[src/rtl/matmul_job_sequencer_pkg.sv]
// -----------------------------------------------------------------------------
// matmul_pkg
// Shared types and constants for the matrix-multiply job sequencer.
//   state_t    : job FSM states (IDLE, COMPUTE, READOUT)
//   idx_width  : row/column index width for an m x m matrix (minimum 1 bit)
//   MAT_DIM    : default matrix dimension
//   NUM_ELEMS  : element count of a default-sized matrix
//   WORD_W     : operand/result word width
// -----------------------------------------------------------------------------
package matmul_pkg;

  localparam int WORD_W    = 32;
  localparam int MAT_DIM   = 4;
  localparam int NUM_ELEMS = MAT_DIM * MAT_DIM;

  typedef enum logic [1:0] {
    IDLE    = 2'd0,
    COMPUTE = 2'd1,
    READOUT = 2'd2
  } state_t;

  function automatic int idx_width(input int dim);
    return (dim <= 2) ? 1 : $clog2(dim);
  endfunction

endpackage

[src/rtl/matmul_operand_bank.sv]
// -----------------------------------------------------------------------------
// matmul_operand_bank
// m x m array of 32-bit words. Used for operand A, operand B and the result.
// Ports:
//   clk              : clock, rising edge
//   we, wi, wj, wdata: synchronous write of wdata to element [wi][wj]
//   ri, rj, rdata    : combinational read of element [ri][rj]
// Contents are not reset; ownership of "which words are meaningful" lives in
// the sequencer's full flags and valid bitmap.
// -----------------------------------------------------------------------------
module matmul_operand_bank
  import matmul_pkg::*;
#(
  parameter int M  = MAT_DIM,
  parameter int IW = idx_width(M)
) (
  input  logic              clk,
  input  logic              we,
  input  logic [IW-1:0]     wi,
  input  logic [IW-1:0]     wj,
  input  logic [WORD_W-1:0] wdata,
  input  logic [IW-1:0]     ri,
  input  logic [IW-1:0]     rj,
  output logic [WORD_W-1:0] rdata
);

  logic [WORD_W-1:0] mem [M][M];

  always_ff @(posedge clk) begin
    if (we) begin
      mem[wi][wj] <= wdata;
    end
  end

  assign rdata = mem[ri][rj];

endmodule

[src/rtl/matmul_job_sequencer.sv]
// -----------------------------------------------------------------------------
// matmul_job_sequencer
// Job controller around a sequential matrix multiplier. Operands A and B are
// stream-loaded row-major into two banks, the multiplier reads them by (i,j),
// its strobed results are collected into a result bank, and the product is
// streamed out row-major on a valid/ready port.
//
// Optional build macro: MATMUL_TIMEOUT_EN adds a COMPUTE watchdog of TIMEOUT
// cycles that aborts the job (err=1, back to IDLE, no done pulse).
//
// Ports:
//   clk, rst                 : clock; asynchronous active-low reset
//   ld_valid/ld_ready/ld_sel/ld_data : operand load stream (sel 0=A, 1=B)
//   start                    : job request, sampled in IDLE
//   busy, done, err          : status (done is a one-cycle pulse, err sticky)
//   mm_rst                   : hold to the multiplier, low only in COMPUTE
//   mm_a_i/j, mm_b_i/j       : operand indices from the multiplier
//   mm_a_in, mm_b_in         : operand words back to the multiplier
//   mm_z_out/i/j/stb         : result word, indices and strobe
//   rd_valid/ready/data/last : result readout stream
// -----------------------------------------------------------------------------
module matmul_job_sequencer
  import matmul_pkg::*;
#(
  parameter int m       = MAT_DIM,
  parameter int IW      = idx_width(m),
  parameter int TIMEOUT = 4096
) (
  input  logic              clk,
  input  logic              rst,
  input  logic              ld_valid,
  output logic              ld_ready,
  input  logic              ld_sel,
  input  logic [WORD_W-1:0] ld_data,
  input  logic              start,
  output logic              busy,
  output logic              done,
  output logic              err,
  output logic              mm_rst,
  input  logic [IW-1:0]     mm_a_i,
  input  logic [IW-1:0]     mm_a_j,
  input  logic [IW-1:0]     mm_b_i,
  input  logic [IW-1:0]     mm_b_j,
  output logic [WORD_W-1:0] mm_a_in,
  output logic [WORD_W-1:0] mm_b_in,
  input  logic [WORD_W-1:0] mm_z_out,
  input  logic [IW-1:0]     mm_z_i,
  input  logic [IW-1:0]     mm_z_j,
  input  logic              mm_z_stb,
  output logic              rd_valid,
  input  logic              rd_ready,
  output logic [WORD_W-1:0] rd_data,
  output logic              rd_last
);

  localparam int            CW        = 2 * IW + 1;
  localparam int            N_ELEMS   = m * m;
  localparam logic [IW-1:0] LAST_IDX  = IW'(m - 1);
  localparam logic [CW-1:0] LAST_ELEM = CW'(N_ELEMS - 1);

  state_t            state_reg, state_next;
  logic              done_reg, done_next;
  logic              err_reg;
  logic              out_en_reg;
  logic [CW-1:0]     uniq_reg;
  logic [IW-1:0]     r_i_reg, r_j_reg;

  logic [1:0]        full_vec;
  logic [IW-1:0]     bank_ri [2];
  logic [IW-1:0]     bank_rj [2];
  logic [WORD_W-1:0] bank_rdata [2];
  logic [WORD_W-1:0] res_rdata;
  logic [m-1:0]      valid_rows [m];

  logic ld_fire, start_accept, z_fire, z_dup, rd_fire, rd_last_int;
  logic last_unique, clr_full, timeout_hit;

  // ld_ready is held off until the first clock after reset release so that
  // every output except mm_rst reads 0 for the whole time reset is asserted.
  always_ff @(posedge clk or negedge rst) begin
    if (!rst) out_en_reg <= 1'b0;
    else      out_en_reg <= 1'b1;
  end

  assign ld_ready     = out_en_reg && (state_reg == IDLE) && !full_vec[ld_sel];
  assign ld_fire      = ld_valid && ld_ready;
  // start is judged against the registered full flags, so a start in the
  // same cycle as the final load word is ignored.
  assign start_accept = (state_reg == IDLE) && start && full_vec[0] && full_vec[1];
  assign z_fire       = mm_z_stb && (state_reg == COMPUTE);
  assign z_dup        = valid_rows[mm_z_i][mm_z_j];
  assign last_unique  = z_fire && !z_dup && (uniq_reg == LAST_ELEM);
  assign rd_valid     = (state_reg == READOUT);
  assign rd_last_int  = (r_i_reg == LAST_IDX) && (r_j_reg == LAST_IDX);
  assign rd_last      = rd_valid && rd_last_int;
  assign rd_fire      = rd_valid && rd_ready;
  assign clr_full     = (rd_fire && rd_last_int) || timeout_hit;

  // ---------------------------------------------------------------------------
  // Operand banks A (gi=0) and B (gi=1), each with its own row-major write
  // position; the word landing on (m-1,m-1) marks the bank full and wraps.
  // ---------------------------------------------------------------------------
  assign bank_ri[0] = mm_a_i;
  assign bank_rj[0] = mm_a_j;
  assign bank_ri[1] = mm_b_i;
  assign bank_rj[1] = mm_b_j;

  genvar gi;
  generate
    for (gi = 0; gi < 2; gi++) begin : g_opnd
      logic [IW-1:0] wi_reg, wj_reg;
      logic          full_reg;
      logic          we;

      assign we = ld_fire && (ld_sel == 1'(gi));

      always_ff @(posedge clk or negedge rst) begin
        if (!rst) begin
          wi_reg   <= '0;
          wj_reg   <= '0;
          full_reg <= 1'b0;
        end else if (clr_full) begin
          full_reg <= 1'b0;
        end else if (we) begin
          if (wj_reg == LAST_IDX) begin
            wj_reg <= '0;
            if (wi_reg == LAST_IDX) begin
              wi_reg   <= '0;
              full_reg <= 1'b1;
            end else begin
              wi_reg <= wi_reg + IW'(1);
            end
          end else begin
            wj_reg <= wj_reg + IW'(1);
          end
        end
      end

      assign full_vec[gi] = full_reg;

      matmul_operand_bank #(.M(m), .IW(IW)) u_bank (
        .clk   (clk),
        .we    (we),
        .wi    (wi_reg),
        .wj    (wj_reg),
        .wdata (ld_data),
        .ri    (bank_ri[gi]),
        .rj    (bank_rj[gi]),
        .rdata (bank_rdata[gi])
      );
    end

    // Valid bitmap, one row per generate block; cleared when a job starts.
    for (gi = 0; gi < m; gi++) begin : g_valid
      logic [m-1:0] row_reg;

      always_ff @(posedge clk or negedge rst) begin
        if (!rst) begin
          row_reg <= '0;
        end else if (start_accept) begin
          row_reg <= '0;
        end else if (z_fire && (mm_z_i == IW'(gi))) begin
          row_reg[mm_z_j] <= 1'b1;
        end
      end

      assign valid_rows[gi] = row_reg;
    end
  endgenerate

  // Result bank: written by multiplier strobes, read by the readout indices.
  matmul_operand_bank #(.M(m), .IW(IW)) u_res_bank (
    .clk   (clk),
    .we    (z_fire),
    .wi    (mm_z_i),
    .wj    (mm_z_j),
    .wdata (mm_z_out),
    .ri    (r_i_reg),
    .rj    (r_j_reg),
    .rdata (res_rdata)
  );

  // ---------------------------------------------------------------------------
  // Watchdog: COMPUTE lasts at most TIMEOUT cycles. The counter is 0 in the
  // first COMPUTE cycle, so the abort lands TIMEOUT edges after the accepting
  // edge. Completion on the final cycle takes priority over the abort.
  // ---------------------------------------------------------------------------
`ifdef MATMUL_TIMEOUT_EN
  localparam int TW = $clog2(TIMEOUT + 1);
  logic [TW-1:0] to_cnt_reg;

  always_ff @(posedge clk or negedge rst) begin
    if (!rst)                      to_cnt_reg <= '0;
    else if (state_reg != COMPUTE) to_cnt_reg <= '0;
    else                           to_cnt_reg <= to_cnt_reg + TW'(1);
  end

  assign timeout_hit = (state_reg == COMPUTE) && !last_unique &&
                       (to_cnt_reg == TW'(TIMEOUT - 1));
`else
  // Never true; keeps TIMEOUT referenced in builds without the watchdog.
  assign timeout_hit = (TIMEOUT < 0);
`endif

  // ---------------------------------------------------------------------------
  // Job FSM
  // ---------------------------------------------------------------------------
  always_ff @(posedge clk or negedge rst) begin
    if (!rst) begin
      state_reg <= IDLE;
      done_reg  <= 1'b0;
    end else begin
      state_reg <= state_next;
      done_reg  <= done_next;
    end
  end

  always_comb begin
    state_next = state_reg;
    done_next  = 1'b0;
    case (state_reg)
      IDLE: begin
        if (start_accept) state_next = COMPUTE;
      end
      COMPUTE: begin
        if (last_unique) begin
          state_next = READOUT;
          done_next  = 1'b1;
        end else if (timeout_hit) begin
          state_next = IDLE;
        end
      end
      READOUT: begin
        if (rd_fire && rd_last_int) state_next = IDLE;
      end
      default: state_next = IDLE;
    endcase
  end

  // Job bookkeeping: error flag, unique-result count, readout position.
  always_ff @(posedge clk or negedge rst) begin
    if (!rst) begin
      err_reg  <= 1'b0;
      uniq_reg <= '0;
      r_i_reg  <= '0;
      r_j_reg  <= '0;
    end else begin
      if (start_accept) begin
        err_reg  <= 1'b0;
        uniq_reg <= '0;
        r_i_reg  <= '0;
        r_j_reg  <= '0;
      end else begin
        if ((z_fire && z_dup) || timeout_hit) err_reg <= 1'b1;
        if (z_fire && !z_dup) uniq_reg <= uniq_reg + CW'(1);
        if (rd_fire) begin
          if (r_j_reg == LAST_IDX) begin
            r_j_reg <= '0;
            r_i_reg <= (r_i_reg == LAST_IDX) ? '0 : r_i_reg + IW'(1);
          end else begin
            r_j_reg <= r_j_reg + IW'(1);
          end
        end
      end
    end
  end

  assign busy    = (state_reg != IDLE);
  assign done    = done_reg;
  assign err     = err_reg;
  assign mm_rst  = (state_reg != COMPUTE);
  // Operand and result words are forced to 0 where they carry no meaning.
  assign mm_a_in = (state_reg == COMPUTE) ? bank_rdata[0] : '0;
  assign mm_b_in = (state_reg == COMPUTE) ? bank_rdata[1] : '0;
  assign rd_data = rd_valid ? res_rdata : '0;

endmodule
[config.mk]
export PLATFORM = sky130hd
export DESIGN_NAME = matmul_job_sequencer
export DESIGN_NICKNAME = d
export VERILOG_FILES = /design/src/rtl/matmul_job_sequencer_pkg.sv /design/src/rtl/matmul_operand_bank.sv /design/src/rtl/matmul_job_sequencer.sv
export SDC_FILE = /design/constraint.sdc
export NUM_CORES = 1
export LEC_CHECK = 0
export ABC_CLOCK_PERIOD_IN_PS = 4500
export BUFFER_PORTS_ARGS = -buffer_cell sky130_fd_sc_hd__buf_2
export CAP_MARGIN = 15
export CORE_MARGIN = 1.5
export CORE_UTILIZATION = 40
export CTS_BUF_LIST = sky130_fd_sc_hd__clkbuf_8 sky130_fd_sc_hd__clkbuf_16
export DETAILED_ROUTE_END_ITERATION = 6
export GPL_TIMING_DRIVEN = 0
export SYNTH_ARGS = -nofsm -noshare
export SYNTH_HDL_FRONTEND = slang
export SYNTH_SLANG_ARGS = --single-unit
[constraint.sdc]
create_clock -name clk -period 4.5 [get_ports clk]
set_input_delay 0.675 -clock clk [delete_from_list [all_inputs] [get_ports clk]]
set_output_delay 0.675 -clock clk [all_outputs]
set_load 0.005 [all_outputs]
==> flow_summary.ini <==
[layout]
final_util = 0.469
drive_above_1_share = 0.345
syn2layout_area_growth_pct = 16.2
nets = 2987
largest_reg_flops = 1024
n_fill_cell = 12262

[grt]
grt_max_degree = 41
grt_pass1_wl_um = 206000
grt_usage = 0.189
grt_pass1_vias = 29478
grt_overflow = 0
antenna_found_initial = 18

[timing]
finalSetupViolations = 0
max-slew-margin-rel = 0.236
worst_pin_slew_ps = 1150
finalHoldViolations = 0
post-route-period-util = 0.964
skew_ps = 35.0
max_freq_mhz = 231
rsz0062_at_grt = no
period_needed_ps = 4340
fin_ws_ps = 163
drv_slew = 0

[power_and_ir_drop]
p_sw_frac = 0.232
power_density_nw_per_um2 = 469
switchingPower_w = 0.00766
p_int_w = 0.0253
finalPower_w = 0.0330
power.leakage_nw = 22.6
comb_power_share = 0.122
clockPowerShare = 0.382
vdd_drop_max_uv = 313
pwr-share-seq = 0.497

[critical_path]
cp_top_family = buffers and inverters
crit_buf_inv = 4
critPathMaxFanout = 10
cpMaxStageDelayCell = clkbuf_1
cp-start-kind = register
end_kind = output pin
worst-setup-path-type = reg2out
cp_cell_sequence = nand2b_1 -> clkbuf_1 -> buf_8 -> clkbuf_1 -> nor2b_1 -> buf_2
crit_top_cell = clkbuf_1
slowest_delay_ps = 750
critPathArrivalTime_ps = 3660
required_ps = 3830

[synth]
synthCells = 2481
yosysSeqAreaShare = 0.779
synth_top_area_frac = 0.763
syn_area_um2 = 60500
ys_warn_count = 0
synth_area_leader_cell = edfxtp_1
synth.area.top_cells = edfxtp_1, mux4_2, dfrtp_1
synth_cell_types = 36
avgSynthCellArea_um2 = 24.4
synth_edf_count = 1536
synthFlopType = edfxtp_1
synth_nets = 2584
ys_ff_latch = 1576
async_reset_ff_frac = 0.0254

[clock_tree]
postCtsSetupBuffers = 0
hold_buffers = 0
clk_latency_ps = 800
cts_sinks = 1576
cts.reportedPaths.clkPinSlew_ps = 60
cts_root_buf = clkbuf_16
cts_buffers = 159
ctsResizeCount = 0
cts_max_level = 4
cts_tree = yes
cts.path.max_buffers = 3

[route]
drt-pass1-iter-count = 7
wl_um = 144000
num_vias = 27688
ant_nets = 0
drc = 0
wl_per_cell_um = 28.5
via_per_inst = 5.50
drt-initial-drc-count = 2775

[place]
pre_cts_ws_ps = 329
portBuffers = 178
gp_congestion = 0.776
hpwl_um = 92600

[floorplan]
die_area_um2 = 154000
die_h_um = 392
die_x_um = 392
ios = 186
core-area_um2 = 150000
num_rows = 142
start_util = 0.403

[job]
max_cap_violations = 0

[worst_hold_path]
hp-class = in2async

[run_status]
status = completed
==> cell families (layout without fill, tap and decap cells) <==
logic type	after synthesis	in the layout	share of synthesized area
and+or+nand+nor	204	204	0.0192
DFF	1576	1576	0.779
muxes	495	495	0.181
buffers and inverters	144	676	0.0112
other	1	8	0.0000620
AOI/OAI and AO/OA	41	41	0.00484
adders and majority gates	20	20	0.00414
==> cells in the mapped netlist (all sizes together) (13+ instances only) <==
master / n
and2: 34
and3: 36
buf: 63
clkbuf: 65
dfrtp: 40
edfxtp: 1536
ha: 20
inv: 16
mux2i: 13
mux4: 480
nand2: 16
nor2: 24
nor2b: 67
o21a: 16
==> cell type report <==
class	count	area, µm²	share of cell area
tap	2016	2520	0.0359
multi-input combinational	761	12800	0.183
antenna	7	17.5	0.000249
inverter	16	60.1	0.000855
sequential	1576	47100	0.671
clock buffer	163	4080	0.0580
timing repair buffer	242	2090	0.0297
clock inverter	127	945	0.0134
buffer	128	618	0.00879
==> path summary, 6_finish.rpt <==
check / to / start / cells after the start / slack, ps
worst max register to register: u_res_bank.mem[3][97] / state_reg[1] / 6 / 1490
worst min-delay path: g_valid[2].row_reg[1] / rst / 1 / 50
worst min register to register: g_valid[2].row_reg[3] / g_valid[2].row_reg[3] / 1 / 490
min in group clk: g_opnd[0].full_reg / rd_ready / 2 / 240
worst max-delay path: mm_a_in[28] / state_reg[0] / 6 / 160
max in group asynchronous: g_valid[1].row_reg[2] / rst / 1 / 3790
==> power groups by stage <==
stage,clock network (W),registers [W],logic (W)
2_1_floorplan,0,0.0167,0.00268
3_3_place_gp,0,0.0167,0.00392
3_5_place_dp,0,0.0167,0.00408
4_1_cts,0.0128,0.0164,0.00409
5_1_grt,0.0134,0.0164,0.00430
6_report,0.0126,0.0164,0.00402
==> layer usage <==
metal / share of wire / vias up / GRT usage
li1: - / 11458 / -
met1: 0.39 / 15073 / 0.244
met2: 0.52 / 902 / 0.328
met3: 0.062 / 245 / 0.0342
met4: 0.024 / 10 / 0.0550
met5: 0.00045 / - / 0
==> worst register-to-register path, delay by kind of cell (launching register included) <==
kind / cells / cell delay [ps]
flops: 1 / 400
simple gates: 4 / 1860
buf+inv: 2 / 440
==> per-stage QoR <==
step | hold WS, ps | TNS (ps) | cell area (µm²) | instances
global route | 109 | 0 | 70300 | 5029
global placement | 476 | -552930 | 63900 | 4675
detailed placement | 479 | 0 | 65200 | 4736
floorplan | 379 | 0 | 60500 | 2481
finish | 48.9 | 0 | 70300 | 5036
CTS | 52.0 | 0 | 70200 | 5026
==> cell usage in the layout, fill, tap and decap left out, types with 13 or more instances in the layout <==
master        n
edfxtp_1   1536
mux4_2      480
buf_2       208
clkbuf_16   163
nor2b_1      67
clkbuf_1     64
inv_1        62
dfrtp_1      40
buf_12       36
and2_1       34
and3_2       32
clkinv_2     29
clkinv_1     26
buf_6        23
ha_1         20
buf_1        17
nand2_1      16
o21a_1       16
mux2i_1      13
No activity file was read; power rests on OpenSTA's default activity.
